===== config.mk =====
export PLATFORM = sky130hd
export DESIGN_NAME = mem_port_arbiter
export DESIGN_NICKNAME = d
export VERILOG_FILES = /design/src/rtl/mem_port_arbiter.sv
export SDC_FILE = /design/constraint.sdc
export NUM_CORES = 1
export LEC_CHECK = 0
export ABC_AREA = 1
export CORE_MARGIN = 2
export CORE_UTILIZATION = 32
export CTS_BUF_LIST = sky130_fd_sc_hd__clkbuf_16
export DETAILED_ROUTE_END_ITERATION = 6
export MAX_ROUTING_LAYER = met4
export PLACE_DENSITY = 0.81
export SYNTH_ARGS = -nofsm -noshare
export SYNTH_HDL_FRONTEND = slang
export SYNTH_SLANG_ARGS = --single-unit

===== constraint.sdc =====
create_clock -name clk -period 2.3 [get_ports clk]
set_input_delay 0.575 -clock clk [delete_from_list [all_inputs] [get_ports clk]]
set_output_delay 0.575 -clock clk [all_outputs]
set_load 0.1 [all_outputs]

===== src/rtl/mem_port_arbiter.sv =====
// Round-robin arbiter for the shared single-port data memory.
// The host com port has absolute priority; cores share the remaining slots
// round-robin. One access issues per cycle on registered mem_* outputs, and a
// two-stage tag pipeline routes synchronous read data back to the requester.
module mem_port_arbiter #(
  parameter int unsigned NUM_CORES = 4,
  parameter int unsigned ADDR_W    = 16,
  parameter int unsigned DATA_W    = 16
) (
  input  logic                        clk,
  input  logic                        rst_n,
  // Host com port
  input  logic                        com_req,
  input  logic                        com_wr_en,
  input  logic [ADDR_W-1:0]           com_addr,
  input  logic [DATA_W-1:0]           com_wdata,
  output logic                        com_grant,
  output logic                        com_rvalid,
  output logic [DATA_W-1:0]           com_rdata,
  // Core load/store ports
  input  logic [NUM_CORES-1:0]        core_req,
  input  logic [NUM_CORES-1:0]        core_wr_en,
  input  logic [NUM_CORES*ADDR_W-1:0] core_addr,
  input  logic [NUM_CORES*DATA_W-1:0] core_wdata,
  output logic [NUM_CORES-1:0]        core_grant,
  output logic [NUM_CORES-1:0]        core_rvalid,
  output logic [DATA_W-1:0]           core_rdata,
  // Memory side
  output logic [ADDR_W-1:0]           mem_addr,
  output logic                        mem_wr_en,
  output logic [DATA_W-1:0]           mem_wdata,
  input  logic [DATA_W-1:0]           mem_rdata,
  // Status
  output logic                        idle
);

  localparam int unsigned PtrW = (NUM_CORES > 1) ? $clog2(NUM_CORES) : 1;
  typedef logic [PtrW-1:0] ptr_t;

  // Unpacked views of the per-core buses
  logic [ADDR_W-1:0] core_addr_arr  [NUM_CORES];
  logic [DATA_W-1:0] core_wdata_arr [NUM_CORES];

  for (genvar g = 0; g < NUM_CORES; g++) begin : g_unpack
    assign core_addr_arr[g]  = core_addr[g*ADDR_W +: ADDR_W];
    assign core_wdata_arr[g] = core_wdata[g*DATA_W +: DATA_W];
  end

  // Arbitration state and request selection
  ptr_t              rr_ptr_q, rr_ptr_d;
  ptr_t              win_idx;
  ptr_t              cand_p;
  int unsigned       cand;
  logic              core_hit;
  logic              xfer;
  logic              sel_wr;
  logic [ADDR_W-1:0] sel_addr;
  logic [DATA_W-1:0] sel_wdata;

  // Registered memory command
  logic [ADDR_W-1:0] mem_addr_q;
  logic              mem_wr_en_q;
  logic [DATA_W-1:0] mem_wdata_q;

  // Read tag pipeline: stage 1 tracks the address cycle, stage 2 the data cycle
  logic tag1_valid_q, tag1_com_q;
  ptr_t tag1_id_q;
  logic tag2_valid_q, tag2_com_q;
  ptr_t tag2_id_q;

  assign com_grant = com_req;

  // Round-robin search starting at rr_ptr; suppressed entirely while com requests
  always_comb begin
    core_grant = '0;
    win_idx    = '0;
    core_hit   = 1'b0;
    cand       = 0;
    cand_p     = '0;
    if (!com_req) begin
      for (int unsigned i = 0; i < NUM_CORES; i++) begin
        cand = 32'(rr_ptr_q) + i;
        if (cand >= NUM_CORES) begin
          cand = cand - NUM_CORES;
        end
        cand_p = PtrW'(cand);
        if (!core_hit && core_req[cand_p]) begin
          core_hit           = 1'b1;
          win_idx            = cand_p;
          core_grant[cand_p] = 1'b1;
        end
      end
    end
  end

  // Pointer moves just past the winning core; com grants and idle cycles leave it alone
  always_comb begin
    rr_ptr_d = rr_ptr_q;
    if (core_hit) begin
      rr_ptr_d = (win_idx == PtrW'(NUM_CORES - 1)) ? '0 : win_idx + 1'b1;
    end
  end

  assign xfer = com_req | core_hit;

  // Mux the winning requester's command fields
  always_comb begin
    sel_wr    = 1'b0;
    sel_addr  = '0;
    sel_wdata = '0;
    if (com_req) begin
      sel_wr    = com_wr_en;
      sel_addr  = com_addr;
      sel_wdata = com_wdata;
    end else if (core_hit) begin
      sel_wr    = core_wr_en[win_idx];
      sel_addr  = core_addr_arr[win_idx];
      sel_wdata = core_wdata_arr[win_idx];
    end
  end

  // Pointer register
  always_ff @(posedge clk or negedge rst_n) begin
    if (!rst_n) begin
      rr_ptr_q <= '0;
    end else begin
      rr_ptr_q <= rr_ptr_d;
    end
  end

  // Memory command register; address and data hold when nothing transfers
  always_ff @(posedge clk or negedge rst_n) begin
    if (!rst_n) begin
      mem_addr_q  <= '0;
      mem_wr_en_q <= 1'b0;
      mem_wdata_q <= '0;
    end else begin
      mem_wr_en_q <= xfer & sel_wr;
      if (xfer) begin
        mem_addr_q  <= sel_addr;
        mem_wdata_q <= sel_wdata;
      end
    end
  end

  // Tag pipeline; reset drops any read in flight
  always_ff @(posedge clk or negedge rst_n) begin
    if (!rst_n) begin
      tag1_valid_q <= 1'b0;
      tag1_com_q   <= 1'b0;
      tag1_id_q    <= '0;
      tag2_valid_q <= 1'b0;
      tag2_com_q   <= 1'b0;
      tag2_id_q    <= '0;
    end else begin
      tag1_valid_q <= xfer & ~sel_wr;
      tag1_com_q   <= com_req;
      tag1_id_q    <= win_idx;
      tag2_valid_q <= tag1_valid_q;
      tag2_com_q   <= tag1_com_q;
      tag2_id_q    <= tag1_id_q;
    end
  end

  // Return-path strobes decoded from the stage-2 tag
  always_comb begin
    core_rvalid = '0;
    if (tag2_valid_q && !tag2_com_q) begin
      core_rvalid[tag2_id_q] = 1'b1;
    end
  end

  assign com_rvalid = tag2_valid_q & tag2_com_q;
  assign com_rdata  = mem_rdata;
  assign core_rdata = mem_rdata;

  assign mem_addr  = mem_addr_q;
  assign mem_wr_en = mem_wr_en_q;
  assign mem_wdata = mem_wdata_q;

  assign idle = ~com_req & ~|core_req & ~tag1_valid_q & ~tag2_valid_q;

endmodule

# Word level (Yosys, flattened, before mapping)
# Cells that the tools add are included.
# word_totals
reg_bits,43
output_inout_bits,76
# op_classes
addsub,8
n_lt_le_gt_ge,16
n_eq_ne,1
mux,63
bitwise_logic,15
n_reduce_logical,15
# op_table
cell,n
2-to-1 mux 16 bit,8
binary-select mux 16 bit (select 2 bit),2
2-to-1 mux 4 bit,9
2-to-1 mux 2 bit,14
2-to-1 mux 1 bit,20
less-than comparator 2 x 3 -> 1 bit (second input constant),6
>= comparator 3 bit (second input constant),4
OR 4 bit,3
binary-select mux 1 bit (select 2 bit),5
demux 1 bit (select 2 bit),5
>= comparator 2 x 1 -> 1 bit (second input constant),5
logical AND 1 bit,9
subtractor 2 x 1 -> 2 bit (second input constant),4
adder 2 x 2 -> 3 bit (second input constant),2
AND 1 bit,6
logical NOT 1 bit,5
NOT 1 bit,4
OR reduction 4 bit,1
adder 2 x 1 -> 3 bit (second input constant),1
>= comparator 2 x 3 -> 1 bit (second input constant),1
NOT 2 -> 3 bit,1
adder 2 x 1 -> 2 bit (second input constant),1
equality test 2 bit (second input constant),1
OR 1 bit,1

# Longest topological paths before layout
# depth
depth_word,25
mapped_depth,16
depth_no_buf,14

# Worst setup path before layout
# No wires, ideal clock.
# synth_timing
path_kind,input -> output
startpoint,in com_req
endpoint,out idle
arrival_time_ns,3.678
required_time_ns,1.725
setup_slack_ns,-1.953
cell_stages,2
path_cell_list,buf_2 nor4_1
# synth_between
elab_chain_cells,4
# synth_rtl
element,line_no,source
"start, declared",13,"input logic com_req,"
NOT 1 bit,181,assign idle = ~com_req & ~|core_req & ~tag1_valid_q & ~tag2_valid_q;
AND 1 bit (3 in series),181,
"end, declared",34,output logic idle
# Every way passes these cells.

# Final worst setup path
# layout_timing
startpoint,reg rr_ptr_q[0]
endpoint,out core_grant[2]
# layout_between
elab_chain_cells,19
# layout_rtl
element,line_no,source
"start, declared",50,"ptr_t rr_ptr_q, rr_ptr_d;"
"start signal, assigned",127,rr_ptr_q <= rr_ptr_d;
branches (longest 17 deep; another with adder 2 x 1 -> 3 bit),--,
2-to-1 mux 4 bit *,87,if (!core_hit && core_req[cand_p]) begin
2-to-1 mux 4 bit *,80,if (!com_req) begin
"end, declared",25,"output logic [NUM_CORES-1:0] core_grant,"
# Mark *: on every way between the ends. The select of a mux whose other input is x is not followed.

==> impl_metrics.env <==
export IMPL_placed_cells=841
export IMPL_status="finished with violations"
export IMPL_start_util_pct=32.81
export IMPL_root_buffer="clkbuf_16"
export IMPL_critPathKind="flop to output port"
export IMPL_final_setup_tns_ps=-1035
export IMPL_final_common_cell="nand2_1"
export IMPL_crit_slowest_cell="dfrtp_2"
export IMPL_core_area_um2=10890
export IMPL_vias=4342
export IMPL_place_port_buffers=215
export IMPL_postRouteAntennaNets=0
export IMPL_io_pins=264
export IMPL_synth_seq_area_share_pct=30.12
export IMPL_fp_dieArea_um2=12020
export IMPL_reg2reg_depth=15
export IMPL_clk_path_buf_depth=2
export IMPL_synth_seq_cells=43
export IMPL_route_detailed_drc=0
export IMPL_crit_path_end_kind="output port"
export IMPL_clock_latency_ps=280
export IMPL_p_leak_nw=2.785
export IMPL_synth_cell_types=29
export IMPL_rows=38
export IMPL_htreeDepth=2
export IMPL_die_h_um=109.7
export IMPL_cts_made_buffers=5
export IMPL_grt_pass1_wl_um=20780
export IMPL_arrival_ps=1990
export IMPL_syn_nets=718
export IMPL_antennaDiodeCount=0
export IMPL_path_clk_slew_ps=70
export IMPL_critPathLaunchType="flop"
export IMPL_worstPathMaxFanout=7
export IMPL_grt_pass1_vias=4204
export IMPL_setup_ws_ps=-265.7
export IMPL_syn_to_final_growth_pct=72.05
export IMPL_postPlaceCellArea_um2=5797
export IMPL_finClkSkew_ps=3.565
export IMPL_firstDrtPassIters=6
export IMPL_async_flop_share_pct=100.0
export IMPL_crit_chain="inv_8, buf_8, nand2_2, nand3_4, nand2_4, buf_12, a22oi_1, nand3_2, nand2_2, clkinvlp_4, buf_12"
export IMPL_cp_required_ps=1730
export IMPL_wl_um=13860
export IMPL_syn_avg_cell_area_um2=6.843
export IMPL_grt_max_degree=36
export IMPL_fin_util_pct=56.45
export IMPL_fin_area_um2=6146
export IMPL_vdd_drop_max_mv=1.075
export IMPL_rsz0062_at_grt="yes"
export IMPL_synth_edf_count=0
export IMPL_worst_pin_slew_ps=510.5
export IMPL_syn_cell_area_um2=3572
export IMPL_violations="negative setup slack"
export IMPL_max_cap_viol_count=0
export IMPL_fin_cells=858
export IMPL_yosys_warnings=0
export IMPL_hp_class="primary input to asynchronous set/reset pin"
export IMPL_most_common_layout_cells="nand2_1 (192), clkdlybuf4s50_1 (165), nand3_1 (109), buf_4 (57), dfrtp_1 (41)"
export IMPL_p_per_area_nw_per_um2=1432
export IMPL_maxSlewViolCount=0
export IMPL_cts_tree="done"
export IMPL_gp_congestion=0.8751
export IMPL_grt_usage_pct=23.06
export IMPL_nets=913
export IMPL_antenna_found_initial=0
export IMPL_gr_total_overflow=0
export IMPL_die_x_um=109.7
export IMPL_finalSetupViolCount=5
export IMPL_max_stage_delay_ps=450
export IMPL_vias_per_cell=5.061
export IMPL_period_needed_ps=2566
export IMPL_fin_crit_sh_pct=111.6
export IMPL_fmaxAchievable_mhz=389.8
export IMPL_postSynthCellCount=522
export IMPL_hold_violations=0
export IMPL_drt_initial_drc_count=310
export IMPL_relSlewSlack_pct=65.97
export IMPL_wire_per_inst_um=16.16
export IMPL_finalPower_mw=8.802
export IMPL_cts_sinks=43
export IMPL_ys_flop_type="dfrtp_1"
export IMPL_drive_gt1_share_pct=20.19
export IMPL_dp_hpwl_um=9959
[routing by layer]
| layer | track usage [%] | vias up | share of wire (%) |
|---|---|---|---|
| met4 | 8.951 | 0 | 2.3 |
| met5 | - | - | 0 |
| met1 | 26.97 | 1973 | 39 |
| li1 | - | 2094 | - |
| met2 | 38.23 | 250 | 49 |
| met3 | 5.572 | 25 | 9.2 |
[synthesized netlist by cell type (2+ instances only)]
| cell type | number | share of area [%] |
|---|---|---|
| nand2_1 | 204 | 21 |
| nand3_1 | 113 | 16 |
| dfrtp_1 | 43 | 30 |
| buf_4 | 38 | 8.0 |
| a22oi_1 | 35 | 7.4 |
| inv_1 | 14 | 1.5 |
| buf_6 | 10 | 3.2 |
| buf_2 | 9 | 1.3 |
| ha_1 | 8 | 2.8 |
| inv_2 | 6 | 0.63 |
| nor2_1 | 5 | 0.53 |
| clkbuf_1 | 4 | 0.42 |
| nand2_2 | 4 | 0.70 |
| nand3_2 | 4 | 1.1 |
| nand4_1 | 4 | 0.70 |
| nor3_1 | 4 | 0.56 |
| a21oi_1 | 2 | 0.28 |
| buf_1 | 2 | 0.21 |
| nor2_4 | 2 | 0.63 |
| o21ai_1 | 2 | 0.28 |
[report_power, final]
part	switching, mW	total, mW	leakage (nW)	internal, mW
logic	4.62	6.85	2.20	2.23
registers	0.192	1.23	0.514	1.04
clock network	0.319	0.725	0.0664	0.406
total	5.13	8.80	2.79	3.67
[state kept, by name (all words and copies together) (netlist names), 2 cells and up]
signal     flops
mem_wdata     16
mem_addr      16
tag1_id_q      2
tag2_id_q      2
rr_ptr_q       2
[area by class of cell]
class                   count  area (um2)
flip-flops and latches     43        1079
clock buffers               5       125.1
fillers                   944        4742
well taps                 140       175.2
clock inverters             3       23.77
multi-input cells         397        2110
repair buffers            249        2527
inverters                  21       106.4
[final timing paths]
kind / startpoint / to / slack [ps]
max: rr_ptr_q[0] / core_grant[2] / -270
min: rst_n / tag2_valid_q / 260
max reg2reg: rr_ptr_q[0] / tag1_valid_q / -10
min reg2reg: tag1_id_q[0] / tag2_id_q[0] / 350
max in group asynchronous: rst_n / mem_wdata[1] / 1520
min in group clk: tag1_id_q[0] / tag2_id_q[0] / 350
[metrics by stage]
| stage | hold slack, ps | worst slack, ps |
|---|---|---|
| after floorplan | 279.4 | -789.3 |
| after global placement | 333.9 | -446.2 |
| after detailed placement | 336.4 | -480.7 |
| after CTS | 263.7 | -251.8 |
| after global routing | 284.8 | -376.9 |
| final | 256.7 | -265.7 |
[cell families after synthesis]
group / Yosys count / share of synthesized area (%)
DFF: 43 / 30.12
AOI/OAI and AO/OA: 42 / 8.827
and+or+nand+nor: 344 / 42.73
adders and majority gates: 8 / 2.802
buffers and inverters: 85 / 15.52
[repair_timing]
action / CTS / global route
endpoints found under the setup margin: 40 / 41
endpoints found under the hold margin: 0 / 0
gates resized for setup: 25 / 14
pin swaps: 9 / 7
cloned: 2 / 1
setup buffers: 2 / 4
hold buffers: 0 / 0
[worst max-delay path: cells and delay by family (launching register included)]
| kind | cells | cell delay, ps |
|---|---|---|
| buf+inv | 5 | 580 |
| flops | 1 | 450 |
| compound gates | 1 | 240 |
| simple gates | 5 | 440 |
No activity file was read; power rests on OpenSTA's default activity.
